<file path="src/rtl/serial_comp_msb_pkg.sv">
// Shared definitions for the MSB-first serial magnitude comparator.
package serial_comp_msb_pkg;

    // Width of one scanned digit.
    localparam int DIGIT_W = 2;

    // Controller states.
    typedef enum logic [1:0] {
        IDLE = 2'd0,
        SCAN = 2'd1,
        DONE = 2'd2
    } state_t;

endpackage

</file>
<file path="src/rtl/serial_comp_msb_comp2.sv">
// comp_2: 2-bit magnitude compare stage with cascade inputs from a less
// significant stage (EQ0/GT0). With EQ0=1, GT0=0 it is a plain 2-bit compare.
module comp_2 (
    input  logic [1:0] A,
    input  logic [1:0] B,
    input  logic       EQ0,
    input  logic       GT0,
    output logic       EQ1,
    output logic       GT1
);

    logic w_eq;
    logic w_gt;

    // Local digit compare, then merge with the lower-order cascade result.
    always_comb begin
        w_eq = (A == B);
        w_gt = (A > B);
        EQ1  = w_eq & EQ0;
        GT1  = w_gt | (w_eq & GT0);
    end

endmodule

</file>
<file path="src/rtl/serial_comp_msb.sv">
// MSB-first serial magnitude comparator: one comp_2 reused over time, one
// 2-bit digit per clock, stopping at the first unequal digit.
module serial_comp_msb
    import serial_comp_msb_pkg::*;
#(
    parameter int WIDTH = 16
) (
    input  logic                        clock,
    input  logic                        reset,
    input  logic                        start,
    input  logic [WIDTH-1:0]            A,
    input  logic [WIDTH-1:0]            B,
    output logic                        busy,
    output logic                        done,
    output logic                        EQ,
    output logic                        GT,
    output logic                        LT,
    output logic [$clog2(WIDTH/2):0]    cycles
);

    localparam int NDIG = WIDTH / DIGIT_W;
    localparam int KW   = (NDIG > 1) ? $clog2(NDIG) : 1;
    localparam int CW   = $clog2(NDIG) + 1;
    localparam logic [KW-1:0] K_LAST = KW'(NDIG - 1);

    state_t            r_state;
    state_t            w_state_nxt;
    logic [WIDTH-1:0]  r_a;
    logic [WIDTH-1:0]  r_b;
    logic [KW-1:0]     r_k;
    logic [CW-1:0]     r_cycles;
    logic              r_eq;
    logic              r_gt;
    logic              r_lt;

    logic              w_dig_eq;
    logic              w_dig_gt;
    logic              w_last;
    logic              w_accept;

    // Single shared digit compare on the top digits of the shift registers.
    comp_2 u_comp (
        .A   (r_a[WIDTH-1 -: DIGIT_W]),
        .B   (r_b[WIDTH-1 -: DIGIT_W]),
        .EQ0 (1'b1),
        .GT0 (1'b0),
        .EQ1 (w_dig_eq),
        .GT1 (w_dig_gt)
    );

    assign w_last   = (r_k == K_LAST);
    assign w_accept = (r_state != SCAN) && start;

    // State register.
    always_ff @(posedge clock or posedge reset) begin
        if (reset) r_state <= IDLE;
        else       r_state <= w_state_nxt;
    end

    // Next-state: a start in IDLE or DONE enters SCAN with no bubble; SCAN
    // ends on the first unequal digit or after the last digit.
    always_comb begin
        w_state_nxt = r_state;
        case (r_state)
            IDLE:    if (start) w_state_nxt = SCAN;
            SCAN:    if (!w_dig_eq || w_last) w_state_nxt = DONE;
            DONE:    w_state_nxt = start ? SCAN : IDLE;
            default: w_state_nxt = IDLE;
        endcase
    end

    // Datapath: operand capture, digit shifting, counters and result flags.
    always_ff @(posedge clock or posedge reset) begin
        if (reset) begin
            r_a      <= '0;
            r_b      <= '0;
            r_k      <= '0;
            r_cycles <= '0;
            r_eq     <= 1'b0;
            r_gt     <= 1'b0;
            r_lt     <= 1'b0;
        end else if (w_accept) begin
            r_a      <= A;
            r_b      <= B;
            r_k      <= '0;
            r_cycles <= '0;
            r_eq     <= 1'b0;
            r_gt     <= 1'b0;
            r_lt     <= 1'b0;
        end else if (r_state == SCAN) begin
            r_cycles <= r_cycles + CW'(1);
            if (!w_dig_eq) begin
                r_gt <= w_dig_gt;
                r_lt <= !w_dig_gt;
            end else if (w_last) begin
                r_eq <= 1'b1;
            end else begin
                r_a <= r_a << DIGIT_W;
                r_b <= r_b << DIGIT_W;
                r_k <= r_k + KW'(1);
            end
        end
    end

    // Outputs are flop values or decodes of the state flop only.
    assign busy   = (r_state == SCAN);
    assign done   = (r_state == DONE);
    assign EQ     = r_eq;
    assign GT     = r_gt;
    assign LT     = r_lt;
    assign cycles = r_cycles;

endmodule

</file>
<file path="config.mk">
export PLATFORM = sky130hd
export DESIGN_NAME = serial_comp_msb
export DESIGN_NICKNAME = d
export VERILOG_FILES = /design/src/rtl/serial_comp_msb_pkg.sv /design/src/rtl/serial_comp_msb_comp2.sv /design/src/rtl/serial_comp_msb.sv
export SDC_FILE = /design/constraint.sdc
export NUM_CORES = 1
export LEC_CHECK = 0
export ABC_CLOCK_PERIOD_IN_PS = 2300
export CORE_MARGIN = 1
export CORE_UTILIZATION = 25
export CTS_CLUSTER_SIZE = 10
export DETAILED_ROUTE_END_ITERATION = 10
export PLACE_DENSITY = 0.43
export SETUP_SLACK_MARGIN = 0.3
export SKIP_LAST_GASP = 1
export SLEW_MARGIN = 10
export SYNTH_ARGS = -nofsm -noshare
export SYNTH_HDL_FRONTEND = slang
export SYNTH_SLANG_ARGS = --single-unit
</file>
<file path="constraint.sdc">
create_clock -name clock -period 2.3 [get_ports clock]
set_clock_uncertainty 0.05 [all_clocks]
set_input_delay 0.46 -clock clock [delete_from_list [all_inputs] [get_ports clock]]
set_output_delay 0.46 -clock clock [all_outputs]
set_load 0.005 [all_outputs]
</file>
## Yosys cells after proc, flatten, opt, wreduce, memory -nomap -nowiden

Cells that the tools add are included.

- Add/subtract/negate cells: 2
- Multiply operators: 0
- Div/mod/pow operators: 0
- Magnitude comparators: 1
- Equal/unequal tests: 9
- Shift-type cells: 0
- Muxes and demuxes: 28
- Bitwise gates (word level): 0
- Reduce and logical (&&, ||, !) cells: 12

Operators by type and width:

| cell | number |
|---|---|
| 16-bit two-way mux | 8 |
| 3-bit two-way mux | 4 |
| 1-bit two-way mux | 11 |
| 4-bit two-way mux | 2 |
| 2-bit by 1-bit != test with 1-bit output (second input constant) | 4 |
| 2-bit case mux with 3 select lines | 1 |
| 3-bit AND reduction | 2 |
| 2-bit nonzero test | 3 |
| 4-bit by 1-bit adder with 4-bit output (second input constant) | 1 |
| 2-bit two-way mux | 2 |
| 2-bit AND reduction | 2 |
| 3-bit by 1-bit adder with 3-bit output (second input constant) | 1 |
| 3-bit == test (second input constant) | 1 |
| 2-bit by 1-bit == test with 1-bit output (second input constant) | 1 |
| 2-bit == test | 1 |
| 2-bit == test (second input constant) | 1 |
| 2-bit greater-than comparator | 1 |
| 1-bit zero test | 2 |
| 2-bit zero test | 1 |
| 2-bit != test (second input constant) | 1 |
| 1-bit logical AND | 1 |
| 1-bit logical OR | 1 |

- Bits in registers: 44
- Bits in latches: 0
- Memory bits (writable): 0
- Memory bits (read-only): 0
- Bits of input ports: 35
- Output and inout bits: 9
- Memories kept: 0

## Depth between registers and ports, before layout

Gate-level depths: netlist (run 1).

- Depth after elaboration: 5
- Depth in mapped cells: 6
- Gate-level depth less buffers: 5

## Cells and area by module

Synthesis (run 1) repeated with hierarchy kept, for this count alone.

- Cell total of the unflattened synthesis: 186
- Area, all modules: 2114.5 um^2

Modules (own cells, without submodules):

| module | instances | cells an instance | area each (um^2) |
|---|---|---|---|
| serial_comp_msb | 1 | 177 | 2053.2 |
| comp_2 | 1 | 9 | 61.3 |

## Least setup slack after synthesis (run 1)

OpenSTA, ideal clock, no wires.

- Kind: reg2reg
- From: register r_a[15]
- To: register r_a[15]
- Library setup time: 0.126 ns
- Data arrival time: 1.475 ns
- Data required time: 2.124 ns
- Setup slack: 0.649 ns
- Cell stages (with the launch flop): 6
- Cell sequence: dfrtp_1 > ha_1 > and4b_4 > a22oi_4 > buf_6 > a221o_1

- Longest elaborated chain between the ends: 3

RTL lines:

| what | line | source |
|---|---|---|
| start, declared | serial_comp_msb.sv:28 | `logic [WIDTH-1:0] r_a;` |
| start signal, assigned | serial_comp_msb.sv:98 | `r_a <= r_a << DIGIT_W;` |
| 2-bit == test | serial_comp_msb_comp2.sv:17 | `w_eq = (A == B);` |
| 2-bit nonzero test (no line) | n/a |  |
| 3-bit AND reduction (no line) | n/a |  |

Every way passes these cells.
A chain may end at the register's enable or synchronous reset.

## Final worst setup path (run 1)

- From: register r_state[1]
- To: output busy

- Longest elaborated chain between the ends: 1

RTL lines:

| what | line | source |
|---|---|---|
| start, declared | serial_comp_msb.sv:26 | `state_t r_state;` |
| start signal, assigned | serial_comp_msb.sv:57 | `else r_state <= w_state_nxt;` |
| 2-bit by 1-bit == test with 1-bit output | serial_comp_msb.sv:106 | `assign busy = (r_state == SCAN);` |
| end, declared | serial_comp_msb.sv:13 | `output logic busy,` |

Every way passes these cells.

==> flow_summary.toml, run 1 <==
[outcome]
status = "complete, no violations"

[sta]
setup-tns-final_ps = 0
setup_viol = 0
drv_slew = 0
period_share = 0.852
timing.fmax_ghz = 0.510
tightest_slew_ps = 577
period_minus_slack_ps = 1960
rsz0062_at_grt = "true"
fin_ws_ps = 340
finalHoldViolations = 0
timing.slew.headroom = 0.616

[final_layout]
synthToLayoutAreaGrowth_pct = 32.9
num_antenna_cells = 0
nets = 265
final_cell_mix = "43 x dfrtp_1, 43 x clkdlybuf4s50_1, 15 x and3_1, 15 x a221o_1, 13 x or3_1"
drive_gt1_frac = 0.146

[logic_synthesis]
syn_inst = 177
avgSynthCellArea_um2 = 11.7
ys_seq_area_frac = 0.532
synthTopCellsByArea = "dfrtp_1 53%, a221o_1 7.3%, and3_1 4.5%"
synthesis.nets = 217
synth_area_um2 = 2070
ys_warn_count = 0
yosysUniqueCellTypes = 34
ys_ff_latch = 44
synth_top_cell_by_area = "dfrtp_1"
synth_top_cell_area_share = 0.532

[place]
hpwl_um = 3450
dp_slack_ps = 219
portBuffers = 43
gp_congestion = 0.708

[detailed_routing]
drt_iter0_markers = 81
post-route-drc-count = 0
via_per_inst = 4.88
postRouteAntennaNets = 0
vias = 1602
totalWireLength_um = 5300
drt-pass1-iter-count = 4
route.detailed.wl_per_inst_um = 16.2

[worst_setup_path]
end_kind = "output pin"
cp_cell_sequence = "nand2b_1 > inv_4 > clkdlybuf4s50_1"
critPathTopFamily = "buffers and inverters"
worstPathRequired_ps = 1790
critPathMaxFanout = 3
crit_buf_inv = 2
slowest_delay_ps = 490
cp-start-kind = "register"
timing_worst_setup_path_type = "register to output pin"
slowest_stage = "clkdlybuf4s50_1"
crit_arrival_ps = 1450

[clock_network]
cts.sinks = 44
numCtsBuffers = 5
htree_levels = 2
clock_latency_ps = 300
cts_tree = "done"
cts_root_buffer = "clkbuf_8"
max-clock-path-buffers = 2
holdBufCountCts = 0
path_clk_slew_ps = 80

[die]
die_h_um = 93.0
rows = 32
initial_core_util = 0.264
core_area_um2 = 7850
dieArea_um2 = 8640
fp.dieW_um = 93.0
pin_count = 44

[power]
p_leak_nw = 1.19
p_total_mw = 3.23
cellPowerDensity_nw_per_um2 = 1180
peakVddDrop_mv = 0.277

[global_routing]
antenna_found_initial = 0
grt_pass1_wl_um = 8770
grt_use_total = 0.134
overflow = 0
grt_start_max_net_pins = 45
grt_pass1_vias = 1578

[worst_hold_path]
hold_path_class = "register to register"

[run]
drv_cap = 0
[metal layers]
layer  vias up  routed length [µm]  part of all wire  track usage
met5         -                   0                 0            0
met4         0                  72             0.014       0.0462
met3         5                 221             0.042       0.0279
met2        35                2340              0.44        0.193
met1       779                2660              0.50        0.196
li1        783                   -                 -            -
[timing repair]
action,CTS,global route
resized for setup,0,2
setup buffers,3,1
endpoints found under the setup margin,1,36
pin swaps,0,0
[worst reg2reg max path, cell delays in order, from the launching register on]
cell	delay, ps
dfrtp_1	360
inv_1	100
ha_1	310
nand4b_4	210
nor2_1	60
buf_4	220
a221o_1	380
[worst paths after layout]
path	startpoint	to	slack (ps)	depth (start not counted)
min in group asynchronous	reset	r_b[11]	550	3
max	r_state[1]	busy	340	3
min	r_k[0]	r_k[0]	450	1
max reg2reg	r_b[15]	r_a[12]	500	6
max in group asynchronous	reset	r_state[0]	1210	3
min reg2reg	r_k[0]	r_k[0]	450	1
[synthesized netlist by cell type]
| master | number |
|---|---|
| dfrtp_1 | 44 |
| a221o_1 | 15 |
| and3_1 | 15 |
| or3_1 | 13 |
| nand3_1 | 12 |
| o21ai_0 | 10 |
| inv_1 | 7 |
| o221a_2 | 7 |
| nand2_1 | 6 |
| o21ai_1 | 6 |
| buf_2 | 5 |
| clkbuf_1 | 5 |
| ha_1 | 5 |
| o221a_1 | 5 |
| buf_6 | 3 |
| a21oi_1 | 1 |
| a221oi_2 | 1 |
| a22o_1 | 1 |
| a22oi_4 | 1 |
| a31oi_1 | 1 |
| a32o_1 | 1 |
| and2b_1 | 1 |
| and4b_4 | 1 |
| buf_4 | 1 |
| inv_4 | 1 |
| mux2i_1 | 1 |
| nand2b_1 | 1 |
| nand3b_1 | 1 |
| nand4b_2 | 1 |
| nor2_1 | 1 |
| nor3_1 | 1 |
| o211ai_1 | 1 |
| o22ai_2 | 1 |
| o2bb2ai_1 | 1 |
[power by group]
part	leakage, nW	switching [mW]	total [mW]	internal (mW)
clock network	0.0552	0.265	0.588	0.323
logic	0.597	0.644	1.31	0.664
registers	0.537	0.224	1.34	1.11
[per-stage QoR]
step | std cells | hold WS, ps | cell area (µm²) | util
floorplan | 177 | 407 | 2070 | -
global placement | 316 | 442 | 2600 | 0.331
detailed placement | 316 | 436 | 2600 | 0.331
CTS | 327 | 448 | 2730 | 0.348
global route | 328 | 485 | 2750 | 0.350
finish | 328 | 446 | 2750 | 0.350
[flip-flops by register name, indices dropped and copies added, names as in the netlist]
signal / flops
r_a: 16
r_b: 16
cycles: 4
r_k: 3
r_state: 2
EQ: 1
GT: 1
LT: 1
[cell families after synthesis]
kind of cell	count (synthesis)	synth area share
simple gates	53	0.153
compound gates	52	0.223
flops	44	0.532
buf+inv	22	0.0569
fa+ha+maj	5	0.0302
mux	1	0.00484
[area by class of cell]
class | instances | area (µm²)
Inverter | 8 | 32.5
Multi-Input combinational cell | 111 | 858
Tap cell | 102 | 128
Clock buffer | 6 | 72.6
Timing Repair Buffer | 55 | 520
Fill cell | 840 | 5100
Sequential cell | 44 | 1100
Clock inverter | 2 | 35.0
Note: power is estimated with default switching activity, not from simulation.
==> run 2: changes to the inputs <==
--- a/config.mk
+++ b/config.mk
@@ -5,8 +5,7 @@
 export SDC_FILE = /design/constraint.sdc
 export NUM_CORES = 1
 export LEC_CHECK = 0
-export ABC_CLOCK_PERIOD_IN_PS = 2300
-export CORE_MARGIN = 1
+export ABC_CLOCK_PERIOD_IN_PS = 1950
 export CORE_UTILIZATION = 25
 export CTS_CLUSTER_SIZE = 10
 export DETAILED_ROUTE_END_ITERATION = 10
==> constraint.sdc (replaced) <==
create_clock -name clock -period 1.95 [get_ports clock]
set_clock_uncertainty 0.05 [all_clocks]
set_input_delay 0.39 -clock clock [delete_from_list [all_inputs] [get_ports clock]]
set_output_delay 0.39 -clock clock [all_outputs]
set_load 0.005 [all_outputs]
==> run 2 against run 1 <==
Final area rose by 6.5%; final cell count rose by 3.7%; sequential share of layout area fell by 2.5 points; via count rose by 1.4%; global-route usage rose by 0.11 points; utilization rose by 2.3 points; power rose by 26%; non-clock buffer count rose by 12; combinational power rose by 46%; critical path depth rose by 2; register-to-register slack got worse by 240 ps; critical path type is now register to register; flip-flop and latch count did not move.
==> flow_summary.toml, run 2 (synthesis gave the netlist of run 1 again) <==
[detailed_routing]
post-route-drc-count = 0
drt-pass1-iter-count = 4
route.detailed.wl_per_inst_um = 15.8
totalWireLength_um = 5370
vias = 1624
postRouteAntennaNets = 0
via_per_inst = 4.78
drt_iter0_markers = 55

[die]
core_area_um2 = 7850
pin_count = 44
die_h_um = 93.0
rows = 32
fp.dieW_um = 93.0
dieArea_um2 = 8640
initial_core_util = 0.264

[final_layout]
final_cell_mix = "43 x dfrtp_1, 36 x clkdlybuf4s50_1, 15 x and3_1, 15 x a221o_1, 14 x buf_4"
nets = 277
stdcell_area_um2 = 2930
num_antenna_cells = 0
final_core_util = 0.373
final_common_cell = "dfrtp_1"
drive_gt1_frac = 0.214
synthToLayoutAreaGrowth_pct = 41.6

[place]
portBuffers = 43
hpwl_um = 3470
gp_congestion = 0.725
dpl_cell_area_um2 = 2690

[power]
peakVddDrop_mv = 0.429
p_int_mw = 2.65
swShare = 0.347
p_seq_frac = 0.384
p_leak_nw = 1.34
p_total_mw = 4.06
p_comb_frac = 0.469
p_switching_mw = 1.41
cellPowerDensity_nw_per_um2 = 1390
clockPowerShare = 0.147

[clock_network]
max-clock-path-buffers = 2
cts_root_buffer = "clkbuf_8"
cts.sinks = 44
cts_tree = "done"
clock_latency_ps = 300
htree_levels = 2
path_clk_slew_ps = 80
numCtsBuffers = 5
holdBufCountCts = 0

[sta]
timing.slew.headroom = 0.812
setup-tns-final_ps = 0
whs_ps = 383
timing.fmax_ghz = 0.592
period_minus_slack_ps = 1690
finalHoldViolations = 0
drv_slew = 0
tightest_slew_ps = 279
rsz0062_at_grt = "true"
setup_viol = 0
period_share = 0.866

[worst_setup_path]
timing_worst_setup_path_type = "register to register"
cp-start-kind = "register"
critPathMaxFanout = 16
slowest_stage = "dfrtp_1"
slowest_delay_ps = 420
worstPathRequired_ps = 2080
crit_arrival_ps = 1810
cp_cell_sequence = "ha_4 > and4b_4 > a22oi_4 > buf_12 > a221o_1"
end_kind = "register"

[outcome]
status = "complete, no violations"

[global_routing]
use_met3 = 0.0337
busiest_layer = "met1"
overflow = 0
grt_use_total = 0.135
grt_pass1_wl_um = 8900
grt_pass1_vias = 1623
antenna_found_initial = 0
grt_start_max_net_pins = 45
use_met2 = 0.176
met1_usage = 0.212

[run]
drv_cap = 0

[worst_hold_path]
hold_path_class = "primary input to asynchronous set/reset pin"
## run 2: what timing repair did
action	4_1_cts	5_1_grt
pin swaps	1	2
endpoints found under the setup margin	35	33
buffers inserted	9	1
resized for setup	13	10
cloned	1	1
## run 2: area by class of cell
| cell class | instances | area [µm²] |
|---|---|---|
| clock buffers | 8 | 90.1 |
| fillers | 803 | 4920 |
| inverters | 8 | 32.5 |
| multi-input cells | 111 | 896 |
| flip-flops and latches | 44 | 1100 |
| well taps | 102 | 128 |
| repair buffers | 67 | 679 |
## run 2: power by group through the flow
stage / Clock (mW) / Combinational, mW / Sequential (mW)
2_1_floorplan: 0 / 1.15 / 1.50
3_3_place_gp: 0 / 1.64 / 1.60
3_5_place_dp: 0 / 1.66 / 1.59
4_1_cts: 0.612 / 1.89 / 1.56
5_1_grt: 0.657 / 2.12 / 1.61
6_report: 0.597 / 1.91 / 1.56
## run 2: path summary, 6_finish.rpt
path	from	endpoint	slack, ps	cells past startpoint
max in group asynchronous	reset	r_state[0]	1230	3
min in group clock	GT	GT	460	1
max	r_b[14]	r_b[8]	260	5
min reg2reg	GT	GT	460	1
min	reset	r_b[9]	380	3
max reg2reg	r_b[14]	r_b[8]	260	5
## run 2: routing by layer
layer	vias to the layer above	wire, µm
li1	810	-
met4	0	51
met5	-	0
met2	50	2150
met3	7	279
met1	757	2890
## run 2: critical path: cells and delay by family, from the launching register on
family                   cells  cell delay (ps)
buffers and inverters        1              160
flip-flops                   1              420
adder cells (fa/ha/maj)      1              310
AND/OR/NAND/NOR              1              260
AO/OA/AOI/OAI                2              350
## run 2: per-stage QoR
| step | setup WS (ps) | std cells |
|---|---|---|
| 2_1_floorplan | 309 | 177 |
| 3_3_place_gp | 62.9 | 320 |
| 3_5_place_dp | 36.5 | 320 |
| 4_1_cts | 257 | 338 |
| 5_1_grt | 197 | 340 |
| 6_report | 262 | 340 |
